==> src/rtl/ram_port_arbiter_if.sv <==
// Bus bundle between the two RAM masters, the arbiter and the single-port RAM.
// The arbiter takes the slave view; the master view drives requests and the RAM read data.
interface ram_port_arbiter_if #(
    parameter int ADDR_W = 11,
    parameter int DATA_W = 32
);
    localparam int STRB_W = DATA_W / 8;

    logic              m0_valid;
    logic [ADDR_W-1:0] m0_addr;
    logic [DATA_W-1:0] m0_wdata;
    logic [STRB_W-1:0] m0_wstrb;
    logic              m0_ready;
    logic [DATA_W-1:0] m0_rdata;

    logic              m1_valid;
    logic [ADDR_W-1:0] m1_addr;
    logic [DATA_W-1:0] m1_wdata;
    logic [STRB_W-1:0] m1_wstrb;
    logic              m1_ready;
    logic [DATA_W-1:0] m1_rdata;

    logic [ADDR_W-1:0] ram_address;
    logic [STRB_W-1:0] ram_byteena;
    logic [DATA_W-1:0] ram_data;
    logic              ram_rden;
    logic              ram_wren;
    logic [DATA_W-1:0] ram_q;

    logic [1:0]        grant;

    modport slave (
        input  m0_valid, m0_addr, m0_wdata, m0_wstrb,
        input  m1_valid, m1_addr, m1_wdata, m1_wstrb,
        input  ram_q,
        output m0_ready, m0_rdata, m1_ready, m1_rdata,
        output ram_address, ram_byteena, ram_data, ram_rden, ram_wren,
        output grant
    );

    modport master (
        output m0_valid, m0_addr, m0_wdata, m0_wstrb,
        output m1_valid, m1_addr, m1_wdata, m1_wstrb,
        output ram_q,
        input  m0_ready, m0_rdata, m1_ready, m1_rdata,
        input  ram_address, ram_byteena, ram_data, ram_rden, ram_wren,
        input  grant
    );
endinterface

==> src/rtl/ram_port_arbiter.sv <==
// Round-robin two-master sequencer for a single-port RAM with registered read data.
// Each access is IDLE -> ACCESS (WAIT_STATES+1 cycles) -> DONE, one completion pulse per grant.
module ram_port_arbiter #(
    parameter int ADDR_W      = 11,
    parameter int DATA_W      = 32,
    parameter int WAIT_STATES = 0
) (
    input logic               sys_clk,
    input logic               sys_resetn,
    ram_port_arbiter_if.slave bus
);
    localparam int STRB_W = DATA_W / 8;
    localparam logic [3:0] WS_LAST = 4'(WAIT_STATES);

    typedef enum logic [1:0] {
        S_IDLE   = 2'd0,
        S_ACCESS = 2'd1,
        S_DONE   = 2'd2
    } state_t;

    state_t            state_q, state_d;
    logic              last_m1_q, last_m1_d;
    logic              owner_m1_q, owner_m1_d;
    logic [3:0]        wait_cnt_q, wait_cnt_d;
    logic [ADDR_W-1:0] addr_q, addr_d;
    logic [DATA_W-1:0] wdata_q, wdata_d;
    logic [STRB_W-1:0] wstrb_q, wstrb_d;
    logic              pick_m1;

    always_comb begin
        state_d    = state_q;
        last_m1_d  = last_m1_q;
        owner_m1_d = owner_m1_q;
        wait_cnt_d = wait_cnt_q;
        addr_d     = addr_q;
        wdata_d    = wdata_q;
        wstrb_d    = wstrb_q;
        // On a tie the master that did not win last time is served.
        pick_m1    = bus.m1_valid && (!bus.m0_valid || !last_m1_q);

        unique case (state_q)
            S_IDLE: begin
                if (bus.m0_valid || bus.m1_valid) begin
                    owner_m1_d = pick_m1;
                    last_m1_d  = pick_m1;
                    wait_cnt_d = '0;
                    addr_d     = pick_m1 ? bus.m1_addr  : bus.m0_addr;
                    wdata_d    = pick_m1 ? bus.m1_wdata : bus.m0_wdata;
                    wstrb_d    = pick_m1 ? bus.m1_wstrb : bus.m0_wstrb;
                    state_d    = S_ACCESS;
                end
            end
            S_ACCESS: begin
                if (wait_cnt_q == WS_LAST) begin
                    wait_cnt_d = '0;
                    state_d    = S_DONE;
                end else begin
                    wait_cnt_d = wait_cnt_q + 4'd1;
                end
            end
            S_DONE:  state_d = S_IDLE;
            default: state_d = S_IDLE;
        endcase
    end

    always_ff @(posedge sys_clk) begin
        if (!sys_resetn) begin
            state_q    <= S_IDLE;
            last_m1_q  <= 1'b1;
            owner_m1_q <= 1'b0;
            wait_cnt_q <= '0;
        end else begin
            state_q    <= state_d;
            last_m1_q  <= last_m1_d;
            owner_m1_q <= owner_m1_d;
            wait_cnt_q <= wait_cnt_d;
        end
    end

    // The latched request is only consumed behind a valid state, so it needs no reset.
    always_ff @(posedge sys_clk) begin
        addr_q  <= addr_d;
        wdata_q <= wdata_d;
        wstrb_q <= wstrb_d;
    end

    logic in_access, in_done, is_write, m0_rdy, m1_rdy;

    assign in_access = (state_q == S_ACCESS);
    assign in_done   = (state_q == S_DONE);
    assign is_write  = |wstrb_q;
    assign m0_rdy    = in_done && !owner_m1_q;
    assign m1_rdy    = in_done && owner_m1_q;

    assign bus.ram_address = addr_q;
    assign bus.ram_data    = wdata_q;
    assign bus.ram_byteena = is_write ? wstrb_q : '1;
    assign bus.ram_rden    = in_access && !is_write;
    assign bus.ram_wren    = in_access && is_write;
    assign bus.grant       = (in_access || in_done) ? {owner_m1_q, !owner_m1_q} : 2'b00;

    assign bus.m0_ready = m0_rdy;
    assign bus.m1_ready = m1_rdy;
    assign bus.m0_rdata = (m0_rdy && !is_write) ? bus.ram_q : '0;
    assign bus.m1_rdata = (m1_rdy && !is_write) ? bus.ram_q : '0;
endmodule

==> src/flat_wrapper.sv <==
// flat-port wrapper written by rule: the top's interface ports become plain ports
module ram_port_arbiter_flat 
#(
    parameter int ADDR_W      = 11,
    parameter int DATA_W      = 32,
    parameter int WAIT_STATES = 0
)
  (sys_clk, sys_resetn, bus_m0_valid, bus_m0_addr, bus_m0_wdata, bus_m0_wstrb, bus_m1_valid, bus_m1_addr, bus_m1_wdata, bus_m1_wstrb, bus_ram_q, bus_m0_ready, bus_m0_rdata, bus_m1_ready, bus_m1_rdata, bus_ram_address, bus_ram_byteena, bus_ram_data, bus_ram_rden, bus_ram_wren, bus_grant);
  ram_port_arbiter_if #(.ADDR_W(ADDR_W), .DATA_W(DATA_W)) bus_i ();
  input logic sys_clk;
  input logic sys_resetn;
  input wire logic [$bits(bus_i.m0_valid)-1:0] bus_m0_valid;
  input wire logic [$bits(bus_i.m0_addr)-1:0] bus_m0_addr;
  input wire logic [$bits(bus_i.m0_wdata)-1:0] bus_m0_wdata;
  input wire logic [$bits(bus_i.m0_wstrb)-1:0] bus_m0_wstrb;
  input wire logic [$bits(bus_i.m1_valid)-1:0] bus_m1_valid;
  input wire logic [$bits(bus_i.m1_addr)-1:0] bus_m1_addr;
  input wire logic [$bits(bus_i.m1_wdata)-1:0] bus_m1_wdata;
  input wire logic [$bits(bus_i.m1_wstrb)-1:0] bus_m1_wstrb;
  input wire logic [$bits(bus_i.ram_q)-1:0] bus_ram_q;
  output wire logic [$bits(bus_i.m0_ready)-1:0] bus_m0_ready;
  output wire logic [$bits(bus_i.m0_rdata)-1:0] bus_m0_rdata;
  output wire logic [$bits(bus_i.m1_ready)-1:0] bus_m1_ready;
  output wire logic [$bits(bus_i.m1_rdata)-1:0] bus_m1_rdata;
  output wire logic [$bits(bus_i.ram_address)-1:0] bus_ram_address;
  output wire logic [$bits(bus_i.ram_byteena)-1:0] bus_ram_byteena;
  output wire logic [$bits(bus_i.ram_data)-1:0] bus_ram_data;
  output wire logic [$bits(bus_i.ram_rden)-1:0] bus_ram_rden;
  output wire logic [$bits(bus_i.ram_wren)-1:0] bus_ram_wren;
  output wire logic [$bits(bus_i.grant)-1:0] bus_grant;
  assign bus_i.m0_valid = bus_m0_valid;
  assign bus_i.m0_addr = bus_m0_addr;
  assign bus_i.m0_wdata = bus_m0_wdata;
  assign bus_i.m0_wstrb = bus_m0_wstrb;
  assign bus_i.m1_valid = bus_m1_valid;
  assign bus_i.m1_addr = bus_m1_addr;
  assign bus_i.m1_wdata = bus_m1_wdata;
  assign bus_i.m1_wstrb = bus_m1_wstrb;
  assign bus_i.ram_q = bus_ram_q;
  assign bus_m0_ready = bus_i.m0_ready;
  assign bus_m0_rdata = bus_i.m0_rdata;
  assign bus_m1_ready = bus_i.m1_ready;
  assign bus_m1_rdata = bus_i.m1_rdata;
  assign bus_ram_address = bus_i.ram_address;
  assign bus_ram_byteena = bus_i.ram_byteena;
  assign bus_ram_data = bus_i.ram_data;
  assign bus_ram_rden = bus_i.ram_rden;
  assign bus_ram_wren = bus_i.ram_wren;
  assign bus_grant = bus_i.grant;
  ram_port_arbiter #(.ADDR_W(ADDR_W), .DATA_W(DATA_W), .WAIT_STATES(WAIT_STATES)) u_core (.sys_clk(sys_clk), .sys_resetn(sys_resetn), .bus(bus_i));
endmodule
==> config.mk <==
export PLATFORM = sky130hd
export DESIGN_NAME = ram_port_arbiter_flat
export DESIGN_NICKNAME = d
export VERILOG_FILES = /design/src/rtl/ram_port_arbiter_if.sv /design/src/rtl/ram_port_arbiter.sv /design/src/flat_wrapper.sv
export SDC_FILE = /design/constraint.sdc
export NUM_CORES = 1
export LEC_CHECK = 0
export CAP_MARGIN = 30
export CORE_ASPECT_RATIO = 0.9
export CORE_MARGIN = 5
export CORE_UTILIZATION = 33
export CTS_CLUSTER_SIZE = 8
export DETAILED_ROUTE_END_ITERATION = 6
export PLACE_DENSITY = 0.85
export SLEW_MARGIN = 20
export SYNTH_ARGS = -nofsm -noshare
export SYNTH_HDL_FRONTEND = slang
export SYNTH_SLANG_ARGS = --single-unit
==> constraint.sdc <==
create_clock -name sys_clk -period 2.55 [get_ports sys_clk]
set_clock_uncertainty 0.1 [all_clocks]
set_input_delay 0.255 -clock sys_clk [delete_from_list [all_inputs] [get_ports sys_clk]]
set_output_delay 0.255 -clock sys_clk [all_outputs]
set_load 0.02 [all_outputs]
==> impl_metrics.env, run 1 <==
export IMPL_crit_reg2reg_launch="u_core.state_q[0]$_SDFFE_PN0P_"
export IMPL_syn_inst=238
export IMPL_antenna_cells_inserted=0
export IMPL_hold_viol=0
export IMPL_critical_path_max_fanout=30
export IMPL_detail_route_wirelength_um=9637
export IMPL_synth_area_sq_um=3028
export IMPL_post_drt_wl_per_cell_um=15.82
export IMPL_clock_root_buffer="sky130_fd_sc_hd__clkbuf_8"
export IMPL_yosysSeqAreaShare_pct=51.90
export IMPL_initial_core_utilization_pct=33.49
export IMPL_seq_area_sq_um=1572
export IMPL_path_clk_slew_ns=0.10
export IMPL_timing_max_cap_violations=0
export IMPL_placementRows=33
export IMPL_layout_filler_cells=742
export IMPL_vias=2718
export IMPL_worstSkewPairLatency_ns=0.30
export IMPL_number_of_vias_per_cell=4.463
export IMPL_ant_nets=0
export IMPL_finalMaxSlewViolations=0
export IMPL_worst_hold_startpoint="u_core.state_q[0]$_SDFFE_PN0P_"
export IMPL_syn_mean_instance_area_sq_um=12.72
export IMPL_synthDistinctLibCells=37
export IMPL_critical_path_startpoint="u_core.wstrb_q[0]$_DFFE_PP_"
export IMPL_leading_cell_types_by_total_area_after_synthesis="sky130_fd_sc_hd__edfxtp_1 (47%), sky130_fd_sc_hd__mux2_2 (17%), sky130_fd_sc_hd__and2_1 (8.1%)"
export IMPL_gp_congestion=0.8143
export IMPL_tritonroute_pass_1_iters=4
export IMPL_report_final_setup_viol=0
export IMPL_fmaxAchievable_mhz=409.4
export IMPL_arrival_ns=2.09
export IMPL_sum_of_net_half_perimeters_after_detailed_placement_um=8317
export IMPL_core_area_sq_um=9042
export IMPL_port_buffer_count=246
export IMPL_criticalPathCategory="register to primary output"
export IMPL_timing_final_crit_share_pct=95.78
export IMPL_final_min_clock_period_ns=2.442
export IMPL_design_area_sq_um=5713
export IMPL_tritoncts="yes"
export IMPL_dr_first_iter_drc_count=98
export IMPL_yosysWarnings=0
export IMPL_grt_antenna_before_repair=0
export IMPL_numCtsBuffers=5
export IMPL_grtUsageTotal_pct=16.30
export IMPL_layout_setup_ws_ns=0.1076
export IMPL_first_global_vias=2800
export IMPL_remaining_drc_errors=0
export IMPL_power_per_cell_area_nw_per_um2=454.2
export IMPL_num_nets_final=623
export IMPL_p_leak_nw=2.315
export IMPL_synth_area_leader_cell="sky130_fd_sc_hd__edfxtp_1"
export IMPL_vdd_drop_max_mv=0.2690
export IMPL_post_route_cells_drive_above_1_share_pct=21.36
export IMPL_yosys_register_bits=55
export IMPL_synth_top_area_share_pct=46.61
export IMPL_worst_slew_pin_transition_ns=0.6261
export IMPL_worstSetupStartpointType="register"
export IMPL_dieHeight_um=100.9
export IMPL_floorplan_io_pins=247
export IMPL_cts_htree_levels=2
export IMPL_area_growth_pct=88.68
export IMPL_setup_repair_after_global_routing_missed_its_margin="no"
export IMPL_worstHoldPathType="register to register"
export IMPL_postPlaceCellArea_sq_um=5677
export IMPL_synthArstFlopShare_pct=0
export IMPL_clockBufferDepth=2
export IMPL_grt_start_max_net_pins=35
export IMPL_globalRouteOverflowTotal=0
export IMPL_mappedNetlistNets=374
export IMPL_die_area_sq_um=11190
export IMPL_clock_sinks=55
export IMPL_multiInputGateArea_sq_um=1384
export IMPL_die_x_um=111.0
export IMPL_finalSetupTns_ns=0
export IMPL_worstSetupEndpointType="primary output"
export IMPL_outcome="complete, no violations"
export IMPL_place_ws_ns=0.1011
export IMPL_synth_flop_cell="sky130_fd_sc_hd__edfxtp_1"
export IMPL_grt_pass1_wl_um=14460
export IMPL_maxSlewHeadroom_pct=58.17
export IMPL_cp_data_required_time_ns=2.19
export IMPL_synth_enable_flop_cells=47
logic make-up after synthesis:
logic type	count (synthesis)	synth area share, %
AOI/OAI and AO/OA	15	3.306
adders and majority gates	6	2.479
buffers and inverters	19	2.851
DFF	55	51.90
muxes	48	17.81
and+or+nand+nor	95	21.65
registers in the layout, indices dropped and copies added (netlist names):
| name | flops |
|---|---|
| u_core.bus.ram_data | 32 |
| u_core.bus.ram_address | 11 |
| u_core.wait_cnt_q | 4 |
| u_core.wstrb_q | 4 |
| u_core.state_q | 2 |
| u_core.last_m1_q | 1 |
| u_core.owner_m1_q | 1 |
worst max-delay path, cell delays in order (launching register included):
cell and delay, ns:
sky130_fd_sc_hd__edfxtp_1 0.40, sky130_fd_sc_hd__or3_4 0.44, sky130_fd_sc_hd__nor4b_4 0.31, sky130_fd_sc_hd__buf_12 0.20, sky130_fd_sc_hd__and2_2 0.15, sky130_fd_sc_hd__clkdlybuf4s15_1 0.29
path summary, 6_finish.rpt:
kind / to / slack, ns / cells past startpoint
max reg2reg: u_core.state_q[1]$_SDFFE_PN0P_ / 0.63 / 5
min reg2reg: u_core.state_q[0]$_SDFFE_PN0P_ / 0.39 / 2
max: bus_m1_rdata[17] / 0.11 / 5
min: u_core.state_q[0]$_SDFFE_PN0P_ / 0.39 / 2
cell type report:
type,instances,area share [%]
flip-flops and latches,55,27.51
repair buffers,254,43.71
multi-input cells,164,24.22
inverters,7,0.4599
clock buffers,5,1.205
well taps,122,2.672
clock inverters,2,0.2190
power by group:
group          internal, mW  switching [mW]
logic                 0.511           0.432
clock network         0.189           0.269
registers              1.15          0.0461
total                  1.85           0.747
cells in the final DEF (no fill, tap or decap), types with 5 or more instances in the layout:
cell,instances
sky130_fd_sc_hd__edfxtp_1,47
sky130_fd_sc_hd__and2_2,28
sky130_fd_sc_hd__dlygate4sd2_1,33
sky130_fd_sc_hd__mux2_2,47
sky130_fd_sc_hd__ha_1,6
sky130_fd_sc_hd__buf_4,6
sky130_fd_sc_hd__dfxtp_1,8
sky130_fd_sc_hd__and2_1,39
sky130_fd_sc_hd__clkdlybuf4s15_1,28
sky130_fd_sc_hd__clkbuf_8,5
sky130_fd_sc_hd__clkdlybuf4s50_1,182
sky130_fd_sc_hd__inv_1,6
routing by layer:
layer  part of all wire, %  up-vias  track usage [%]
met1                    34     1206            16.06
li1                      -     1347                -
met2                    53      155            31.39
met3                    12       10            7.803
met4                  0.91        0            3.125
met5                     0        -                0
Yosys cell counts, types with 2 or more instances:
| master | number |
|---|---|
| sky130_fd_sc_hd__inv_1 | 7 |
| sky130_fd_sc_hd__nand2b_1 | 2 |
| sky130_fd_sc_hd__ha_1 | 6 |
| sky130_fd_sc_hd__dfxtp_1 | 8 |
| sky130_fd_sc_hd__nand2_1 | 2 |
| sky130_fd_sc_hd__or2_2 | 3 |
| sky130_fd_sc_hd__a21oi_1 | 3 |
| sky130_fd_sc_hd__nand3_1 | 4 |
| sky130_fd_sc_hd__and2_2 | 28 |
| sky130_fd_sc_hd__buf_2 | 3 |
| sky130_fd_sc_hd__nor2_1 | 5 |
| sky130_fd_sc_hd__o21ai_0 | 4 |
| sky130_fd_sc_hd__nor2b_1 | 2 |
| sky130_fd_sc_hd__buf_4 | 2 |
| sky130_fd_sc_hd__mux2_2 | 47 |
| sky130_fd_sc_hd__clkbuf_2 | 3 |
| sky130_fd_sc_hd__and2_1 | 39 |
| sky130_fd_sc_hd__clkbuf_1 | 4 |
| sky130_fd_sc_hd__or3b_2 | 2 |
| sky130_fd_sc_hd__edfxtp_1 | 47 |
timing repair:
item                                    in CTS  in global routing
endpoints found under the setup margin      66                 30
gates resized for setup                     65                 32
buffers inserted                             0                  0
hold buffers                                 0                  0
through the flow:
stage | hold WS, ns | total power [mW] | utilization, % | std cells
floorplan | 0.2312 | 1.628 | - | 238
global placement | 0.3624 | 2.158 | 62.78 | 602
detailed placement | 0.3817 | 2.175 | 62.78 | 602
CTS | 0.3953 | 2.636 | 62.88 | 609
global route | 0.4107 | 2.733 | 63.18 | 609
finish | 0.3897 | 2.595 | 63.18 | 609
Power figures use the tool's default switching activity.
==> run 2: changes to the inputs <==
--- a/config.mk
+++ b/config.mk
@@ -11,6 +11,7 @@
 export CORE_UTILIZATION = 33
 export CTS_CLUSTER_SIZE = 8
 export DETAILED_ROUTE_END_ITERATION = 6
+export GPL_TIMING_DRIVEN = 0
 export PLACE_DENSITY = 0.85
 export SLEW_MARGIN = 20
 export SYNTH_ARGS = -nofsm -noshare
==> impl_metrics.env, run 2 (synthesized netlist as in run 1, its figures left out) <==
export IMPL_number_of_vias_per_cell=4.564
export IMPL_final_min_clock_period_ns=2.440
export IMPL_largest_register_ffs=32
export IMPL_dr_first_iter_drc_count=91
export IMPL_worst_slew_pin_transition_ns=0.6196
export IMPL_floorplan_io_pins=247
export IMPL_first_global_vias=3019
export IMPL_total_switching_power_mw=0.7479
export IMPL_tritonroute_pass_1_iters=4
export IMPL_setup_repair_after_global_routing_missed_its_margin="no"
export IMPL_numCtsBuffers=5
export IMPL_tritoncts="yes"
export IMPL_clkPwrFrac_pct=20.6
export IMPL_p_leak_nw=2.382
export IMPL_outcome="complete, no violations"
export IMPL_grt_start_max_net_pins=31
export IMPL_post_route_cells_drive_above_1_share_pct=28.19
export IMPL_area_growth_pct=86.32
export IMPL_post_drt_wl_per_cell_um=16.11
export IMPL_ant_nets=0
export IMPL_path_clk_slew_ns=0.09
export IMPL_clock_sinks=55
export IMPL_timing_max_cap_violations=0
export IMPL_vias=2807
export IMPL_cp_data_required_time_ns=2.19
export IMPL_worstSetupEndpointType="primary output"
export IMPL_power_per_cell_area_nw_per_um2=478.1
export IMPL_vdd_drop_max_mv=0.2699
export IMPL_grt_pass1_wl_um=14980
export IMPL_arrival_ns=2.08
export IMPL_clock_root_buffer="sky130_fd_sc_hd__clkbuf_8"
export IMPL_intPower_mw=1.949
export IMPL_worstSkewPairLatency_ns=0.30
export IMPL_timing_final_crit_share_pct=95.67
export IMPL_mostFrequentLayoutCells="sky130_fd_sc_hd__clkdlybuf4s50_1 (179), sky130_fd_sc_hd__mux2_2 (47), sky130_fd_sc_hd__edfxtp_1 (47), sky130_fd_sc_hd__and2_1 (39), sky130_fd_sc_hd__clkbuf_2 (31)"
export IMPL_grtUsageTotal_pct=16.72
export IMPL_post_route_util_pct=62.39
export IMPL_holdBufCountCts=0
export IMPL_p_sw_share_pct=27.73
export IMPL_report_final_setup_viol=0
export IMPL_antenna_cells_inserted=0
export IMPL_remaining_drc_errors=0
export IMPL_criticalPathCategory="register to primary output"
export IMPL_die_x_um=111.0
export IMPL_clockBufferDepth=2
export IMPL_globalRouteOverflowTotal=0
export IMPL_placementRows=33
export IMPL_critical_path_max_fanout=10
export IMPL_power_frac_comb_pct=35.1
export IMPL_fmaxAchievable_mhz=409.9
export IMPL_maxSlewHeadroom_pct=58.60
export IMPL_grt_antenna_before_repair=0
export IMPL_cts_htree_levels=2
export IMPL_sum_of_net_half_perimeters_after_detailed_placement_um=8408
export IMPL_initial_core_utilization_pct=33.49
export IMPL_dieHeight_um=100.9
export IMPL_worstHoldPathType="register to register"
export IMPL_place_ws_ns=-0.06362
export IMPL_core_area_sq_um=9042
export IMPL_power_sequential_fraction_pct=44.3
export IMPL_final_common_cell="sky130_fd_sc_hd__clkdlybuf4s50_1"
export IMPL_hold_viol=0
export IMPL_port_buffer_count=246
export IMPL_detail_route_wirelength_um=9908
export IMPL_gp_congestion=0.8775
export IMPL_worstSetupStartpointType="register"
export IMPL_finalMaxSlewViolations=0
export IMPL_layout_setup_ws_ns=0.1103
export IMPL_die_area_sq_um=11190
export IMPL_num_nets_final=629
## run 2: power by group through the flow
stage | Sequential [mW] | Combinational, mW | Clock, mW
after global placement | 1.22 | 0.931 | 0
final | 1.19 | 0.947 | 0.555
after global routing | 1.21 | 1.01 | 0.607
after CTS | 1.20 | 0.963 | 0.573
after floorplan | 1.36 | 0.271 | 0
after detailed placement | 1.22 | 0.958 | 0
## run 2: routing by layer
metal / global-route usage [%] / wire (um)
met1: 16.40 / 3408
met2: 31.44 / 5090
met3: 7.503 / 1158
met4: 5.777 / 251
met5: 0 / 0
## run 2: path summary, 6_finish.rpt
kind / start / to / slack, ns / cells after the start
max: u_core.wstrb_q[2]$_DFFE_PP_ / bus_m0_rdata[11] / 0.11 / 6
min: u_core.state_q[0]$_SDFFE_PN0P_ / u_core.state_q[0]$_SDFFE_PN0P_ / 0.39 / 2
max reg2reg: u_core.state_q[1]$_SDFFE_PN0P_ / u_core.bus.ram_data[2]$_DFFE_PP_ / 0.63 / 5
min reg2reg: u_core.state_q[0]$_SDFFE_PN0P_ / u_core.state_q[0]$_SDFFE_PN0P_ / 0.39 / 2
## run 2: critical path, cell delays in order, from the launching register on
cell and delay, ns:
sky130_fd_sc_hd__edfxtp_1 0.40, sky130_fd_sc_hd__or3_4 0.45, sky130_fd_sc_hd__nor4_4 0.13, sky130_fd_sc_hd__buf_4 0.17, sky130_fd_sc_hd__clkbuf_2 0.19, sky130_fd_sc_hd__and2_1 0.15, sky130_fd_sc_hd__clkdlybuf4s15_1 0.30
## run 2: repair_timing
action / CTS / global route
buffers inserted: 2 / 0
pin swaps: 1 / 1
gates resized for setup: 98 / 59
setup endpoints to repair: 64 / 47
## run 2: final cells by class
class	count	area [sq um]
inverters	7	26.28
well taps	122	152.6
plain buffers	11	97.59
multi-input cells	164	1373
flip-flops and latches	55	1572
clock buffers	6	72.57
repair buffers	249	2318
clock inverters	1	30.03
fillers	749	3401
## run 2: metrics by stage
stage	instance area, sq um	instances	setup TNS (ns)	hold WS [ns]	total power, mW
after floorplan	3028	238	0	0.2312	1.628
after global placement	5643	606	-8.735	0.3627	2.150
after detailed placement	5663	607	-0.07242	0.3740	2.176
after CTS	5774	616	0	0.3865	2.733
after global routing	5642	615	0	0.4331	2.824
final	5642	615	0	0.3859	2.697
